### config.mk
export PLATFORM = sky130hd
export DESIGN_NAME = clock_time_ctrl
export DESIGN_NICKNAME = d
export VERILOG_FILES = /design/src/rtl/clock_pkg.sv /design/src/rtl/btn_debounce.sv /design/src/rtl/clock_time_ctrl.sv
export SDC_FILE = /design/constraint.sdc
export NUM_CORES = 1
export LEC_CHECK = 0
export BUFFER_PORTS_ARGS = -buffer_cell sky130_fd_sc_hd__buf_2
export CAP_MARGIN = 20
export CORE_ASPECT_RATIO = 2
export CORE_UTILIZATION = 65
export CTS_BUF_LIST = sky130_fd_sc_hd__clkbuf_8
export DETAILED_ROUTE_END_ITERATION = 8
export GPL_TIMING_DRIVEN = 0
export PLACE_DENSITY = 0.86
export SYNTH_ARGS = -nofsm -noshare
export SYNTH_HDL_FRONTEND = slang
export SYNTH_HIERARCHICAL = 1
export SYNTH_SLANG_ARGS = --single-unit
### constraint.sdc
create_clock -name clk -period 3.3 [get_ports clk]
set_input_delay 0.495 -clock clk [delete_from_list [all_inputs] [get_ports clk]]
set_output_delay 0.495 -clock clk [all_outputs]
set_load 0.01 [all_outputs]
### src/rtl/clock_pkg.sv
// Shared definitions for the digital clock: mode encoding, field widths and limits,
// and modulo-increment helpers for the hour and minute/second fields.
package clock_pkg;

  localparam int unsigned HR_W = 5;
  localparam int unsigned MS_W = 6;

  localparam logic [HR_W-1:0] HOURS_MAX   = 5'd23;
  localparam logic [MS_W-1:0] MIN_SEC_MAX = 6'd59;

  typedef enum logic [2:0] {
    MODE_RUN      = 3'd0,
    MODE_SET_HR   = 3'd1,
    MODE_SET_MIN  = 3'd2,
    MODE_SET_AHR  = 3'd3,
    MODE_SET_AMIN = 3'd4
  } mode_e;

  function automatic logic [HR_W-1:0] inc_hours(input logic [HR_W-1:0] v);
    return (v >= HOURS_MAX) ? '0 : v + 5'd1;
  endfunction

  function automatic logic [MS_W-1:0] inc_ms(input logic [MS_W-1:0] v);
    return (v >= MIN_SEC_MAX) ? '0 : v + 6'd1;
  endfunction

endpackage

### src/rtl/btn_debounce.sv
// Push-button conditioner: 2-flop synchronizer, stability counter, and a one-cycle
// pulse when the accepted (stable) level rises. Releases produce no pulse.
module btn_debounce #(
  parameter int unsigned DEBOUNCE_CYCLES = 1000000,
  parameter int unsigned CNT_W           = 20
) (
  input  logic clk,
  input  logic rst,
  input  logic i_btn,
  output logic o_press
);

  logic             r_s1;
  logic             r_s2;
  logic             r_stable;
  logic             r_press;
  logic [CNT_W-1:0] r_cnt;
  logic             w_done;

  assign w_done = (r_cnt == CNT_W'(DEBOUNCE_CYCLES - 1));

  always_ff @(posedge clk or posedge rst) begin
    if (rst) begin
      r_s1     <= 1'b0;
      r_s2     <= 1'b0;
      r_stable <= 1'b0;
      r_press  <= 1'b0;
      r_cnt    <= '0;
    end else begin
      r_s1    <= i_btn;
      r_s2    <= r_s1;
      r_press <= 1'b0;
      if (r_s2 == r_stable) begin
        r_cnt <= '0;
      end else if (w_done) begin
        // Pulse coincides with the first cycle the stable level reads 1.
        r_stable <= r_s2;
        r_press  <= r_s2;
        r_cnt    <= '0;
      end else begin
        r_cnt <= r_cnt + CNT_W'(1);
      end
    end
  end

  assign o_press = r_press;

endmodule

### src/rtl/clock_time_ctrl.sv
// Timekeeping and mode controller: HH:MM:SS counting off a 1 Hz input, button-driven
// set modes and a blink qualifier. Define ALARM_EN to add the alarm fields and states.
module clock_time_ctrl
  import clock_pkg::*;
#(
  parameter int unsigned DEBOUNCE_CYCLES = 1000000,
  parameter int unsigned CNT_W           = 20
) (
  input  logic       clk,
  input  logic       rst,
  input  logic       clk_1Hz,
  input  logic       btn_mode,
  input  logic       btn_inc,
  output logic [4:0] hours,
  output logic [5:0] minutes,
  output logic [5:0] seconds,
  output logic [2:0] mode,
  output logic       blink,
  output logic       sec_tick,
  output logic [4:0] alarm_hours,
  output logic [5:0] alarm_minutes,
  output logic       alarm
);

  logic       r_tick_s1;
  logic       r_tick_s2;
  logic       r_tick_hist;
  logic       r_sec_tick;
  logic       r_blink;
  mode_e      r_state;
  mode_e      w_state_nx;
  logic [4:0] r_hours;
  logic [4:0] w_hours_nx;
  logic [5:0] r_minutes;
  logic [5:0] w_min_nx;
  logic [5:0] r_seconds;
  logic [5:0] w_sec_nx;
  logic       w_mode_press;
  logic       w_inc_press;
  logic       w_inc_eff;
  logic       w_leave_set;

  btn_debounce #(
    .DEBOUNCE_CYCLES(DEBOUNCE_CYCLES),
    .CNT_W          (CNT_W)
  ) u_db_mode (
    .clk    (clk),
    .rst    (rst),
    .i_btn  (btn_mode),
    .o_press(w_mode_press)
  );

  btn_debounce #(
    .DEBOUNCE_CYCLES(DEBOUNCE_CYCLES),
    .CNT_W          (CNT_W)
  ) u_db_inc (
    .clk    (clk),
    .rst    (rst),
    .i_btn  (btn_inc),
    .o_press(w_inc_press)
  );

  // A simultaneous mode press swallows the increment.
  assign w_inc_eff = w_inc_press & ~w_mode_press;

  always_ff @(posedge clk or posedge rst) begin
    if (rst) begin
      r_tick_s1   <= 1'b0;
      r_tick_s2   <= 1'b0;
      r_tick_hist <= 1'b0;
      r_sec_tick  <= 1'b0;
      r_blink     <= 1'b0;
    end else begin
      r_tick_s1   <= clk_1Hz;
      r_tick_s2   <= r_tick_s1;
      r_tick_hist <= r_tick_s2;
      r_sec_tick  <= r_tick_s2 & ~r_tick_hist;
      r_blink     <= (r_state != MODE_RUN) & r_tick_s2;
    end
  end

  always_ff @(posedge clk or posedge rst) begin
    if (rst) r_state <= MODE_RUN;
    else     r_state <= w_state_nx;
  end

  always_comb begin
    w_state_nx = r_state;
    if (w_mode_press) begin
      unique case (r_state)
        MODE_RUN:      w_state_nx = MODE_SET_HR;
        MODE_SET_HR:   w_state_nx = MODE_SET_MIN;
`ifdef ALARM_EN
        MODE_SET_MIN:  w_state_nx = MODE_SET_AHR;
        MODE_SET_AHR:  w_state_nx = MODE_SET_AMIN;
        MODE_SET_AMIN: w_state_nx = MODE_RUN;
`else
        MODE_SET_MIN:  w_state_nx = MODE_RUN;
`endif
        default:       w_state_nx = MODE_RUN;
      endcase
    end
  end

  assign w_leave_set = w_mode_press && (r_state != MODE_RUN) && (w_state_nx == MODE_RUN);

  always_comb begin
    w_hours_nx = r_hours;
    w_min_nx   = r_minutes;
    w_sec_nx   = r_seconds;
    unique case (r_state)
      MODE_RUN: begin
        if (r_sec_tick) begin
          w_sec_nx = inc_ms(r_seconds);
          if (r_seconds == MIN_SEC_MAX) begin
            w_min_nx = inc_ms(r_minutes);
            if (r_minutes == MIN_SEC_MAX) w_hours_nx = inc_hours(r_hours);
          end
        end
      end
      MODE_SET_HR:  if (w_inc_eff) w_hours_nx = inc_hours(r_hours);
      MODE_SET_MIN: if (w_inc_eff) w_min_nx = inc_ms(r_minutes);
      default: ;
    endcase
    // Returning to RUN restarts the minute; any coincident tick is lost.
    if (w_leave_set) w_sec_nx = '0;
  end

  always_ff @(posedge clk or posedge rst) begin
    if (rst) begin
      r_hours   <= '0;
      r_minutes <= '0;
      r_seconds <= '0;
    end else begin
      r_hours   <= w_hours_nx;
      r_minutes <= w_min_nx;
      r_seconds <= w_sec_nx;
    end
  end

`ifdef ALARM_EN
  logic [4:0] r_ahr;
  logic [4:0] w_ahr_nx;
  logic [5:0] r_amin;
  logic [5:0] w_amin_nx;
  logic       r_silence;
  logic       w_silence_nx;
  logic       r_alarm;

  always_comb begin
    w_ahr_nx     = r_ahr;
    w_amin_nx    = r_amin;
    w_silence_nx = r_silence;
    if (w_inc_eff && (r_state == MODE_SET_AHR))  w_ahr_nx  = inc_hours(r_ahr);
    if (w_inc_eff && (r_state == MODE_SET_AMIN)) w_amin_nx = inc_ms(r_amin);
    if (w_min_nx != r_minutes)                              w_silence_nx = 1'b0;
    else if (w_inc_eff && (r_state == MODE_RUN) && r_alarm) w_silence_nx = 1'b1;
  end

  // Alarm is registered from next-state values so it tracks the time registers
  // without lag while still reading 0 during reset.
  always_ff @(posedge clk or posedge rst) begin
    if (rst) begin
      r_ahr     <= '0;
      r_amin    <= '0;
      r_silence <= 1'b0;
      r_alarm   <= 1'b0;
    end else begin
      r_ahr     <= w_ahr_nx;
      r_amin    <= w_amin_nx;
      r_silence <= w_silence_nx;
      r_alarm   <= (w_state_nx == MODE_RUN) && (w_hours_nx == w_ahr_nx) &&
                   (w_min_nx == w_amin_nx) && !w_silence_nx;
    end
  end

  assign alarm_hours   = r_ahr;
  assign alarm_minutes = r_amin;
  assign alarm         = r_alarm;
`else
  assign alarm_hours   = '0;
  assign alarm_minutes = '0;
  assign alarm         = 1'b0;
`endif

  assign hours    = r_hours;
  assign minutes  = r_minutes;
  assign seconds  = r_seconds;
  assign mode     = r_state;
  assign blink    = r_blink;
  assign sec_tick = r_sec_tick;

endmodule

# After elaboration in Yosys (flattened, before gate mapping)
# Index checks and enable logic that the tools add are counted.
totals:
  ff_bits: 73
  elab_cells: 86
classes:
  add_sub_neg: 5
  order_cmp: 3
  n_eq_ne: 13
  muxes: 25
  bitwise_logic: 7
  n_reduce_logical: 14
ops:
  columns: ["op", "count"]
  rows:
  - ["2-to-1 mux 20 bit", 4]
  - ["2-to-1 mux 6 bit", 8]
  - ["adder 20 x 1 -> 20 bit, second input constant", 2]
  - ["== test 20 bit, second input constant", 2]
  - ["2-to-1 mux 5 bit", 5]
  - ["adder 6 x 1 -> 6 bit, second input constant", 2]
  - ["== test 6 bit, second input constant", 2]
  - [">= comparator 6 bit, second input constant", 2]
  - ["case mux 6 bit (2 select lines)", 1]
  - ["!= test 2 bit, second input constant", 5]
  - ["case mux 5 bit (2 select lines)", 1]
  - ["nonzero test 2 bit", 4]
  - ["logical NOT 3 bit", 2]
  - ["AND reduction 2 bit", 3]
  - ["adder 5 x 1 -> 5 bit, second input constant", 1]
  - [">= comparator 5 bit, second input constant", 1]
  - ["AND reduction 5 bit", 1]
  - ["2-to-1 mux 1 bit", 4]
  - ["inverter 1 bit", 4]
  - ["case mux 2 bit (2 select lines)", 1]
  - ["AND reduction 4 bit", 1]
  - ["AND 1 bit", 3]
  - ["== test 3 x 1 -> 1 bit, second input constant", 1]
  - ["== test 3 x 2 -> 1 bit, second input constant", 1]
  - ["4 further kinds", 6]

# Logic depth before layout (Yosys ltp)
logic_depth:
  ltp_word: 7
  depth_mapped: 5
  depth_no_buf: 5

# Modules after synthesis
# Netlist, hierarchy kept.
by_module_without_submodules:
  columns: ["mod", "n_inst", "cells_each", "area_per_inst_um2"]
  rows:
  - ["clock_time_ctrl", 1, 140, 1377.6]
  - ["btn_debounce (u_db_inc)", 1, 108, 1188.6]
  - ["btn_debounce (u_db_mode)", 1, 110, 1146.1]

# Least setup slack after synthesis
# OpenSTA, ideal clock, no wires.
synth_timing:
  path_type: "register -> register"
  start: "register r_minutes[0] (netlist: minutes[0])"
  end: "register r_hours[2] (netlist: hours[2])"
  setup_time_ps: 121
  t_arrival_ps: 2006
  path_slack_ps: 1173
  path_stages_with_launch: 6
  path_buffers: 0
  synth_period_minus_slack_ps: 2127
  path_cell_list: "dfrtp_1 > ha_1 > or3b_1 > or4_4 > a221o_1 > a22o_1"
synth_between:
  elab_chain_len: 3
synth_lines:
  columns: ["element", "line_no", "text"]
  rows:
  - ["start: declaration", "clock_time_ctrl.sv:34", "logic [5:0] r_minutes;"]
  - ["start signal: assignment", "clock_time_ctrl.sv:136", "r_minutes <= w_min_nx;"]
  - ["== test 6 bit", "clock_time_ctrl.sv:117", "if (r_minutes == MIN_SEC_MAX) w_hours_nx = inc_hours(r_hours);"]
  - ["!= test 2 bit (no line)", null, null]
  - ["AND reduction 5 bit (no line)", null, null]
  - ["end signal: assignment", "clock_time_ctrl.sv:135", "r_hours <= w_hours_nx;"]
  - ["end: declaration", "clock_time_ctrl.sv:32", "logic [4:0] r_hours;"]
# No other way between the ends.
# A chain may end at the register's enable or synchronous reset.

# Final worst setup path
# Same ends and word-level chain as after synthesis.

==> results.toml <==
[floorplan]
coreArea_sq_mm = 0.00547
die_width_microns = 55.4
start_util = 0.679
die-area_sq_mm = 0.00604
pin_count = 39
core.rowCount = 38
die_h_microns = 109

[synthesis]
synth_cell_types = 57
syn_inst = 358
ys_warn_count = 6
synth_edf_count = 0
synth_ff_type = "dfrtp_1"
syn_avg_cell_area_sq_um = 10.4
yosysSeqAreaShare = 0.492
synth_async_sr_flop_share = 1.00
synth-seq-cells = 73
synthesis.area_sq_mm = 0.00371

[place]
placedCellCount = 455
place_congestion = 0.846
postPlaceCellArea_sq_mm = 0.00396
io_buffers = 26
dp_hpwl_mm = 5.33
dpl_worst_slack_ns = 1.08

[finish]
drive_gt1_frac = 0.192
layout.area.seq_sq_mm = 0.00183
fillCellCount = 375
layout_common_cells = "73 x dfrtp_1, 39 x nor2_1, 28 x buf_2"
nets = 417
final_common_cell = "dfrtp_1"
multiInputGateArea_sq_mm = 0.00176
antennaDiodeCount = 0
syn_to_final_growth_pct = 13.3
final_cell_count_no_fill = 472
design_area_sq_mm = 0.00421

[critical_path]
r2r_start = "minutes[0]$_DFFE_PP0P_"
crit_buf_inv = 0
path_delay_family = "simple AND/OR/NAND/NOR gates"
worstSetupPathType = "reg -> reg"
crit_fanout = 8
cpPeakStageDelay_ns = 0.46
r2r_setup_slack_ns = 1.06
r2r_cells = 5
crit_start = "minutes[0]$_DFFE_PP0P_"
arrival_ns = 2.50
worstPathRequired_ns = 3.56
worst_setup_path_end_kind = "flip-flop"
critical_path_depth = 5
cp_cell_sequence = "ha_1 > or3b_1 > or4_4 > a221o_1 > a22o_1"
cp-start-kind = "flip-flop"
cp_slowest_cell = "or4_4"

[status]
status = "completed"

[timing]
period_needed_ns = 2.24
drv_slew = 0
relSlewSlack = 0.387
setup_viol = 0
worst_pin_slew_ns = 0.919
fin_worst_skew_ns = 0.00920
period_share = 0.679
finalHoldViolations = 0
final.setup.worst_slack_ns = 1.06
rsz0062_at_grt = "no"
max_freq_mhz = 447
fin_setup_tns_ns = 0
timing.hold.ws_ns = 0.0946

[detailed_routing]
drc = 0
firstDrtPassIters = 4
wl_mm = 7.55
ant_nets = 0
wl_per_cell_microns = 16.0
drt_iter0_markers = 114
vias = 2864
avgViaCountPerCell = 6.07

[worst_hold_path]
hold_path_class = "in -> async"

[clock_network]
cts_resized = 0
cts_hold_buf = 0
root_buffer = "clkbuf_8"
path_clk_slew_ns = 0.08
cts_tree = "built"
post_cts_buffers = 0
cts_buffer_depth = 2
htreeDepth = 3
clock-sinks = 73
cts_inserted_buffers = 9
clk_latency_ns = 0.37

[global_routing]
grt_max_degree = 26
grt_first_pass_wirelength_mm = 12.7
grt_antenna_before_repair = 0
grt_pass1_vias = 2846
grt-ovfl-total = 0
grt_use_total = 0.272

[flow_run]
cap_viol_max_count = 0

[pwr]
power.leakage_uw = 0.00191
power.density_mw_per_mm2 = 443
peakVddDrop_mv = 0.524
metrics by stage:
step                total power, uW   util
finish                         1860  0.769
global route                   1920  0.769
CTS                            1870  0.764
detailed placement             1100  0.724
global placement               1100  0.724
floorplan                      1060      -
layout make-up:
cell class                 count  area share
inverter                      13      0.0116
sequential                    73       0.434
multi-input combinational    267       0.418
tap                           60      0.0178
clock buffer                  10      0.0327
clock inverter                 6      0.0196
timing repair buffer          27      0.0375
buffer                        16      0.0283
registers in the layout (all words and copies together), names as in the netlist, 3 cells and up:
register         count
hours                5
minutes              6
u_db_mode/r_cnt     20
mode                 3
u_db_inc/r_cnt      20
seconds              6
power by group:
group | switching, uW | internal [uW] | leakage, uW
sequential | 33.8 | 922 | 0.000987
clock | 335 | 442 | 0.000117
combinational | 74.0 | 56.9 | 0.000807
routing by layer:
layer / GRT usage / up-vias / wire (microns) / part of all wire
li1: - / 1373 / - / -
met2: 0.495 / 60 / 4220 / 0.56
met1: 0.287 / 1417 / 2920 / 0.39
met5: 0 / - / 0 / 0
met4: 0.134 / 0 / 161 / 0.021
met3: 0.0688 / 14 / 245 / 0.032
synthesized netlist by cell type (all sizes together) (5+ instances only):
cell | number | area share
nand2 | 25 | 0.025
nor2 | 39 | 0.039
dfrtp | 73 | 0.49
or4 | 11 | 0.024
buf | 16 | 0.032
o21ai | 14 | 0.019
inv | 13 | 0.013
nor4 | 5 | 0.012
xnor2 | 14 | 0.033
nand4 | 8 | 0.019
a21oi | 16 | 0.022
and3 | 8 | 0.013
nand3 | 19 | 0.028
o31ai | 7 | 0.014
nor3 | 5 | 0.0067
ha | 5 | 0.017
mux2 | 5 | 0.016
nor2b | 5 | 0.0084
or3 | 7 | 0.013
xor2 | 13 | 0.031
logic make-up after synthesis:
group	count (synthesis)	synth area share
AND/OR/NAND/NOR	153	0.236
flip-flops	73	0.492
AO/OA/AOI/OAI	61	0.119
buffers and inverters	29	0.0452
XOR/XNOR	27	0.0637
multiplexers	9	0.0270
adder cells (fa/ha/maj)	5	0.0169
other	1	0.00101
path summary, 6_finish.rpt:
path / endpoint
hold reg to reg: r_tick_s2$_DFF_PP0_
setup reg to reg: hours[2]$_DFFE_PP0P_
hold / removal: minutes[2]$_DFFE_PP0P_
setup / recovery: hours[2]$_DFFE_PP0P_
max in group asynchronous: u_db_mode/r_stable$_DFFE_PP0P_
min in group clk: u_db_mode/r_s1$_DFF_PP0_
(Power assumes the default switching activity.)
